==> src/rtl/risc_v_pkg.sv <==
// Shared definitions for the RISC-V boot path: datapath width and the
// instruction-memory loader state encoding.
package risc_v_pkg;

    localparam int XLEN = 32;

    typedef enum logic [2:0] {
        ST_IDLE  = 3'd0,
        ST_RECV  = 3'd1,
        ST_WRITE = 3'd2,
        ST_DONE  = 3'd3,
        ST_ERR   = 3'd4
    } loader_state_t;

endpackage

==> src/rtl/word_assembler.sv <==
// Packs a little-endian byte stream into 32-bit words. word_full flags the
// byte that completes the current word, so the caller can act next cycle.
module word_assembler
    import risc_v_pkg::*;
(
    input  logic            clk,
    input  logic            rst,
    input  logic            clear,
    input  logic            byte_valid,
    input  logic [7:0]      byte_data,
    output logic [XLEN-1:0] word,
    output logic            word_full
);

    logic [1:0] byte_idx;

    always_ff @(posedge clk or negedge rst) begin
        if (!rst) begin
            byte_idx <= '0;
            word     <= '0;
        end else if (clear) begin
            byte_idx <= '0;
            word     <= '0;
        end else if (byte_valid) begin
            word[{byte_idx, 3'b000} +: 8] <= byte_data;
            byte_idx                      <= byte_idx + 2'd1;
        end
    end

    assign word_full = byte_valid && (byte_idx == 2'd3);

endmodule

==> src/rtl/imem_loader.sv <==
// Streams a byte-serial program image into instruction memory while holding
// the CPU in reset; releases the CPU only after a complete, error-free load.
module imem_loader
    import risc_v_pkg::*;
#(
    parameter int MEM_DEPTH = 1024,
    parameter int ADDR_W    = 10,
    parameter int TIMEOUT   = 4096
) (
    input  logic              clk,
    input  logic              rst,
    input  logic              start,
    input  logic [ADDR_W:0]   word_count,
    input  logic              byte_valid,
    input  logic [7:0]        byte_data,
    output logic              byte_ready,
    output logic              imem_we,
    output logic [ADDR_W-1:0] imem_waddr,
    output logic [XLEN-1:0]   imem_wdata,
    output logic              cpu_rst,
    output logic              busy,
    output logic              done,
    output logic              err
);

    localparam int              IDLE_W    = $clog2(TIMEOUT + 1);
    localparam logic [ADDR_W:0] DEPTH_LIM = (ADDR_W + 1)'(MEM_DEPTH);

    generate
        if ((2 ** ADDR_W) < MEM_DEPTH) begin : g_addr_check
            $error("imem_loader: ADDR_W too narrow for MEM_DEPTH");
        end
    endgenerate

    loader_state_t     state_q, state_d;
    logic [ADDR_W:0]   wc_q;
    logic [ADDR_W-1:0] word_idx_q;
    logic [IDLE_W-1:0] idle_q;

    logic start_ok, wc_bad, xfer, last_word, timeout_hit, word_full, asm_clear;

    assign start_ok    = start && (state_q == ST_IDLE || state_q == ST_DONE || state_q == ST_ERR);
    assign wc_bad      = (word_count == '0) || (word_count > DEPTH_LIM);
    assign xfer        = byte_valid && byte_ready;
    assign last_word   = ({1'b0, word_idx_q} == (wc_q - 1'b1));
    assign timeout_hit = !xfer && (idle_q == IDLE_W'(TIMEOUT - 1));
    // Any state outside RECV drops a partially assembled word.
    assign asm_clear   = (state_q != ST_RECV);

    word_assembler u_asm (
        .clk        (clk),
        .rst        (rst),
        .clear      (asm_clear),
        .byte_valid (xfer),
        .byte_data  (byte_data),
        .word       (imem_wdata),
        .word_full  (word_full)
    );

    always_ff @(posedge clk or negedge rst) begin
        if (!rst) begin
            state_q <= ST_IDLE;
        end else begin
            state_q <= state_d;
        end
    end

    always_comb begin
        state_d = state_q;
        case (state_q)
            ST_IDLE, ST_DONE, ST_ERR: begin
                if (start_ok) state_d = wc_bad ? ST_ERR : ST_RECV;
            end
            ST_RECV: begin
                if (word_full)        state_d = ST_WRITE;
                else if (timeout_hit) state_d = ST_ERR;
            end
            ST_WRITE: state_d = last_word ? ST_DONE : ST_RECV;
            default:  state_d = ST_IDLE;
        endcase
    end

    always_ff @(posedge clk or negedge rst) begin
        if (!rst) begin
            wc_q       <= '0;
            word_idx_q <= '0;
            idle_q     <= '0;
        end else begin
            if (start_ok && !wc_bad) begin
                wc_q       <= word_count;
                word_idx_q <= '0;
                idle_q     <= '0;
            end else if (state_q == ST_RECV) begin
                idle_q <= xfer ? '0 : idle_q + 1'b1;
            end else if (state_q == ST_WRITE && !last_word) begin
                word_idx_q <= word_idx_q + 1'b1;
                idle_q     <= '0;
            end
        end
    end

    assign byte_ready = (state_q == ST_RECV);
    assign imem_we    = (state_q == ST_WRITE);
    assign imem_waddr = word_idx_q;
    assign busy       = (state_q == ST_RECV) || (state_q == ST_WRITE);
    assign done       = (state_q == ST_DONE);
    assign err        = (state_q == ST_ERR);
    assign cpu_rst    = (state_q != ST_DONE);

endmodule

==> config.mk <==
export PLATFORM = sky130hd
export DESIGN_NAME = imem_loader
export DESIGN_NICKNAME = d
export VERILOG_FILES = /design/src/rtl/risc_v_pkg.sv /design/src/rtl/word_assembler.sv /design/src/rtl/imem_loader.sv
export SDC_FILE = /design/constraint.sdc
export NUM_CORES = 1
export LEC_CHECK = 0
export BUFFER_PORTS_ARGS = -buffer_cell sky130_fd_sc_hd__buf_2
export CAP_MARGIN = 15
export CORE_ASPECT_RATIO = 0.5
export CORE_MARGIN = 3
export CORE_UTILIZATION = 30
export DETAILED_ROUTE_END_ITERATION = 10
export HOLD_SLACK_MARGIN = 0.02
export PLACE_DENSITY = 0.54
export SETUP_SLACK_MARGIN = 0.2
export SLEW_MARGIN = 10
export SYNTH_ARGS = -nofsm -noshare
export SYNTH_HDL_FRONTEND = slang
export SYNTH_SLANG_ARGS = --single-unit
==> constraint.sdc <==
create_clock -name clk -period 2.8 [get_ports clk]
set_input_delay 0.56 -clock clk [delete_from_list [all_inputs] [get_ports clk]]
set_output_delay 0.56 -clock clk [all_outputs]
set_load 0.005 [all_outputs]
# Word-level counts from Yosys, hierarchy flattened
# Cells that the tools add are included.
[totals] inputBits=23 reg_bits=71 latch_bits=0 mem_bits_rw=0 elab_cells=65 output_inout_bits=48 mem_count=0 rom_bits=0
[op_classes] n_mux=18 bitwise_logic=0 n_eq_ne=12 multipliers=0 n_shift=2 n_div=0 n_reduce_logical=21 add_sub_neg=5 order_cmp=1
[ops] cell="$mux 32" n=2
[ops] cell="$mux 13" n=4
[ops] cell="$bwmux 32" n=1
[ops] cell="$shift 8x7->32 const A" n=1
[ops] cell="$shiftx 8x7->32" n=1
[ops] cell="$mux 10" n=3
[ops] cell="$add 13x1->13 const B" n=1
[ops] cell="$eq 13x12->1 const B" n=1
[ops] cell="$mux 3" n=4
[ops] cell="$eq 10x11->1" n=1
[ops] cell="$gt 11x11->1 const B" n=1
[ops] cell="$logic_not 11->1" n=1
[ops] cell="$sub 11x1->11 const B" n=1
[ops] cell="$add 10x1->10 const B" n=1
[ops] cell="$pmux 3 s3" n=1
[ops] cell="$neg 5->7" n=1
[ops] cell="$eq 3x2->1 const B" n=2
[ops] cell="$logic_and 1x1->1" n=6
[ops] cell="$mux 2" n=3
[ops] cell="$ne 3x1->1 const B" n=2
[ops] cell="$logic_or 1x1->1" n=4
[ops] cell="$reduce_and 2->1" n=2
[ops] cell="$reduce_bool 2->1" n=2
[ops] cell="$eq 3x1->1 const B" n=1
[ops] cell="other kinds (10)" n=12

# Longest topological paths before layout
[logic_depth] word_depth=7 mapped_depth=10 depth_no_buf=9

# Modules after synthesis
# Synthesis repeated with hierarchy kept, for this count alone.
[unflattened] cells_unflattened=355 area_unflattened_um2=3638.5
[modules_own_cells] mod="imem_loader" seq_area_each_um2=925.9 cells_each=249 n_inst=1 area_per_inst_um2=2179.6
[modules_own_cells] mod="word_assembler" seq_area_each_um2=850.8 cells_each=106 n_inst=1 area_per_inst_um2=1458.9

# Worst setup path after synthesis
# OpenSTA, ideal clock, no wires.
[synth_timing] kind="flip-flop to flip-flop" start="reg wc_q[0]" end="reg word_idx_q[7] (netlist: imem_waddr[7])" arrival_ns=2.190 synth_period_minus_slack_ns=2.268 setup_slack_ns=0.532 n_path_buf=0 path_stages_with_launch=10 setup_time_ns=0.078 required_ns=2.722 path_cell_list="dfrtp_1 > inv_1 > ha_1 > nor4b_4 > a211o_1 > nand3_1 > nor2_2 > o21ai_4 > or4_1 > a21oi_1"
[synth_via] elab_chain_cells=6
[synth_rtl] item="start, declared" line_no="imem_loader.sv:36" source="logic [ADDR_W:0] wc_q;"
[synth_rtl] item="start signal, assigned" line_no="imem_loader.sv:90" source="wc_q <= word_count;"
[synth_rtl] item="$sub 11x1->11" line_no="imem_loader.sv:45" source="assign last_word = ({1'b0, word_idx_q} == (wc_q - 1'b1));"
[synth_rtl] item="$eq 10x11->1" line_no="imem_loader.sv:45"
[synth_rtl] item="$logic_not 1->1" line_no="imem_loader.sv:95" source="end else if (state_q == ST_WRITE && !last_word) begin"
[synth_rtl] item="$logic_and 1x1->1" line_no="imem_loader.sv:95"
[synth_rtl] item="$reduce_bool 2->1 (no source line)"
[synth_rtl] item="$reduce_and 2->1 (no source line)"
[synth_rtl] item="end signal, assigned" line_no="imem_loader.sv:96" source="word_idx_q <= word_idx_q + 1'b1;"
[synth_rtl] item="end, declared" line_no="imem_loader.sv:37" source="logic [ADDR_W-1:0] word_idx_q;"
# No other way between the ends.
# A chain may end at the register's enable or synchronous reset.

# Worst setup path in the final report
[layout_timing] start="reg wc_q[0]" end="reg word_idx_q[5] (netlist: imem_waddr[5])"
# The elaborated chain is that of the path after synthesis.

==> results_dict.tcl <==
set metrics [dict create \
    status "finished clean" \
    syn-num-nets 388 \
    drive_gt1_share_pct 29.3 \
    setup_violations 0 \
    cts_root_buf "clkbuf_16" \
    wl_per_cell_um 14.8 \
    clk_latency_ns 0.33 \
    first_iter_violations 142 \
    synth_edf_count 0 \
    syn_inst 357 \
    power.density_nw_per_um2 784 \
    ys.flop_type "dfrtp_1" \
    grt_usage_pct 13.2 \
    numCtsBuffers 9 \
    min_period_ns 2.42 \
    syn_area_um2 3680 \
    p_clk_share_pct 30.2 \
    worstPathArrival_ns 2.67 \
    design_area_um2 4660 \
    path_cells "inv_2, ha_4, nor4b_4, a211o_1, nand3_1, nor2_4, o21ai_4, buf_8, or4_1, a21oi_1" \
    overflow 0 \
    multi_input_area_um2 1820 \
    grt_pass1_wl_um 14600 \
    io_buffers 70 \
    fill_cells 1174 \
    p_switching_mw 1.33 \
    rsz0062_at_grt "false" \
    leakage_nw 2.23 \
    vdd_drop_max_mv 0.377 \
    seqCellArea_um2 1780 \
    start_kind "flop" \
    viasPerCell 5.01 \
    pwr-share-seq_pct 37.8 \
    cp_max_fo 16 \
    end_kind "flop" \
    diodes 0 \
    skew_ns 0.00884 \
    switching_share_pct 36.4 \
    htree_num_levels 3 \
    hold_viol_final 0 \
    dieArea_um2 13700 \
    placed_area_um2 4260 \
    dp.final_hpwl_um 6380 \
    wl_um 8960 \
    ys_types 61 \
    cts_hold_buffers 0 \
    crit_slowest_cell "or4_1" \
    cts.sinks 71 \
    whs_ns 0.241 \
    firstDrtPassIters 4 \
    avgSynthCellArea_um2 10.3 \
    die_y_um 84.4 \
    yosysSeqAreaShare_pct 48.2 \
    synthArstFlopShare_pct 100 \
    critical_path_required_ns 3.05 \
    post-place-ws_ns 0.0310 \
    antenna_found_initial 0 \
    p_int_mw 2.32 \
    crit_buf_inv 2 \
    areaGrowthSynthToFinish_pct 26.4 \
    slew_headroom_pct 31.1 \
    maxCapViolCount 0 \
    vias 3036 \
    start_util_pct 32.1 \
    ys_warn_count 0 \
    gp_congestion 0.796 \
    setup_ws_ns 0.382 \
    grt_start_max_net_pins 72 \
    antenna_left 0 \
    drv_slew 0 \
    p_comb_share_pct 31.9 \
    crit_type "flop to flop" \
    final_cell_mix "dfrtp_1, buf_2, nand2_1" \
    pin_count 71 \
    worstMarginPinSlew_ns 1.03 \
    cts_tree "done" \
    finalCritPeriodShare_pct 86.3 \
    fin_nets 473 \
    synth-seq-cells 71 \
    fp-row-count 27 \
    die_w_um 163 \
    core_um2 11500 \
    grt_pass1_vias 2762 \
    clkTransAtPathRegs_ns 0.06 \
    route.detailed.drc 0 \
    fmax_mhz 414 \
    tns_ns 0 \
    cts_buffer_depth 2 \
    crit_family "simple AND/OR/NAND/NOR gates" \
    cp_slowest_stage_delay_ns 0.50 \
    hp-class "input pin to async pin" \
]
==> cell usage after synthesis, drive strengths merged, types with 6 or more instances <==
| cell | number | area [um^2] |
|---|---|---|
| a21oi | 25 | 140 |
| nand3 | 17 | 97.6 |
| a22o | 32 | 280 |
| o21ai | 13 | 80.1 |
| nand2 | 42 | 158 |
| dfrtp | 71 | 1780 |
| a31oi | 8 | 95.1 |
| clkbuf | 10 | 37.5 |
| nor2 | 23 | 88.8 |
| xnor2 | 9 | 78.8 |
| ha | 8 | 100 |
| inv | 14 | 52.6 |
| nand2b | 6 | 37.5 |
==> through the flow <==
stage | std cells | util, % | total power, mW
4_1_cts | 602 | 39.9 | 3.60
6_report | 606 | 40.6 | 3.65
3_3_place_gp | 583 | 37.1 | 2.42
2_1_floorplan | 357 | - | 2.09
3_5_place_dp | 583 | 37.1 | 2.42
5_1_grt | 606 | 40.6 | 3.89
==> final timing paths <==
kind,startpoint,end,slack [ns],depth (start not counted)
min in group clk,word_count[3],wc_q[3]$_DFFE_PN0P_,0.43,3
hold / removal,rst,wc_q[2]$_DFFE_PN0P_,0.24,2
setup / recovery,wc_q[0]$_DFFE_PN0P_,imem_waddr[5]$_DFFE_PN0P_,0.38,10
hold reg to reg,u_asm.word[26]$_DFFE_PN0P_,u_asm.word[26]$_DFFE_PN0P_,0.50,1
max in group asynchronous,rst,u_asm.word[21]$_DFFE_PN0P_,2.23,2
setup reg to reg,wc_q[0]$_DFFE_PN0P_,imem_waddr[5]$_DFFE_PN0P_,0.38,10
==> kinds of logic (layout without fill, tap and decap cells) <==
| logic type | Yosys count | in the layout | share of synthesized area [%] |
|---|---|---|---|
| AO/OA/AOI/OAI | 107 | 107 | 22.8 |
| XOR/XNOR | 14 | 14 | 3.33 |
| adder cells (fa/ha/maj) | 8 | 8 | 2.72 |
| buffers and inverters | 28 | 118 | 3.23 |
| flip-flops | 71 | 71 | 48.2 |
| multiplexers | 2 | 2 | 0.883 |
| AND/OR/NAND/NOR | 127 | 127 | 18.8 |
==> state kept, by name (all words and copies together), names as in the netlist <==
name and flops:
wc_q 11, u_asm.word 32, u_asm.byte_idx 2, state_q 3, imem_waddr 10, idle_q 13
==> repair_timing <==
action | in CTS | in global routing
pin swaps | 1 | 3
endpoints found under the setup margin | 3 | 24
setup buffers | 3 | 4
gates cloned | 0 | 0
resized for setup | 3 | 8
==> power groups by stage <==
stage          Sequential [mW]  Combinational (mW)  Clock [mW]
6_report                  1.38                1.17        1.10
5_1_grt                   1.41                1.30        1.18
4_1_cts                   1.38                1.08        1.14
3_5_place_dp              1.40                1.02           0
3_3_place_gp              1.40                1.02           0
2_1_floorplan             1.34               0.757           0
==> area by class of cell <==
cell class                 instances  area share [%]
multi-input combinational        258            39.1
sequential                        71            38.2
timing repair buffer              88            11.1
clock buffer                       9            4.83
tap                              159            4.27
clock inverter                     7            1.34
inverter                          14            1.13
==> per-layer routing <==
layer  routed length (um)  GRT usage [%]  share of wire [%]
met1                 4570           18.8                 51
met2                 3810           19.7                 42
met3                  508           3.65                5.7
met4                   69           3.38               0.77
met5                    0              0                  0
Power figures use the tool's default switching activity.
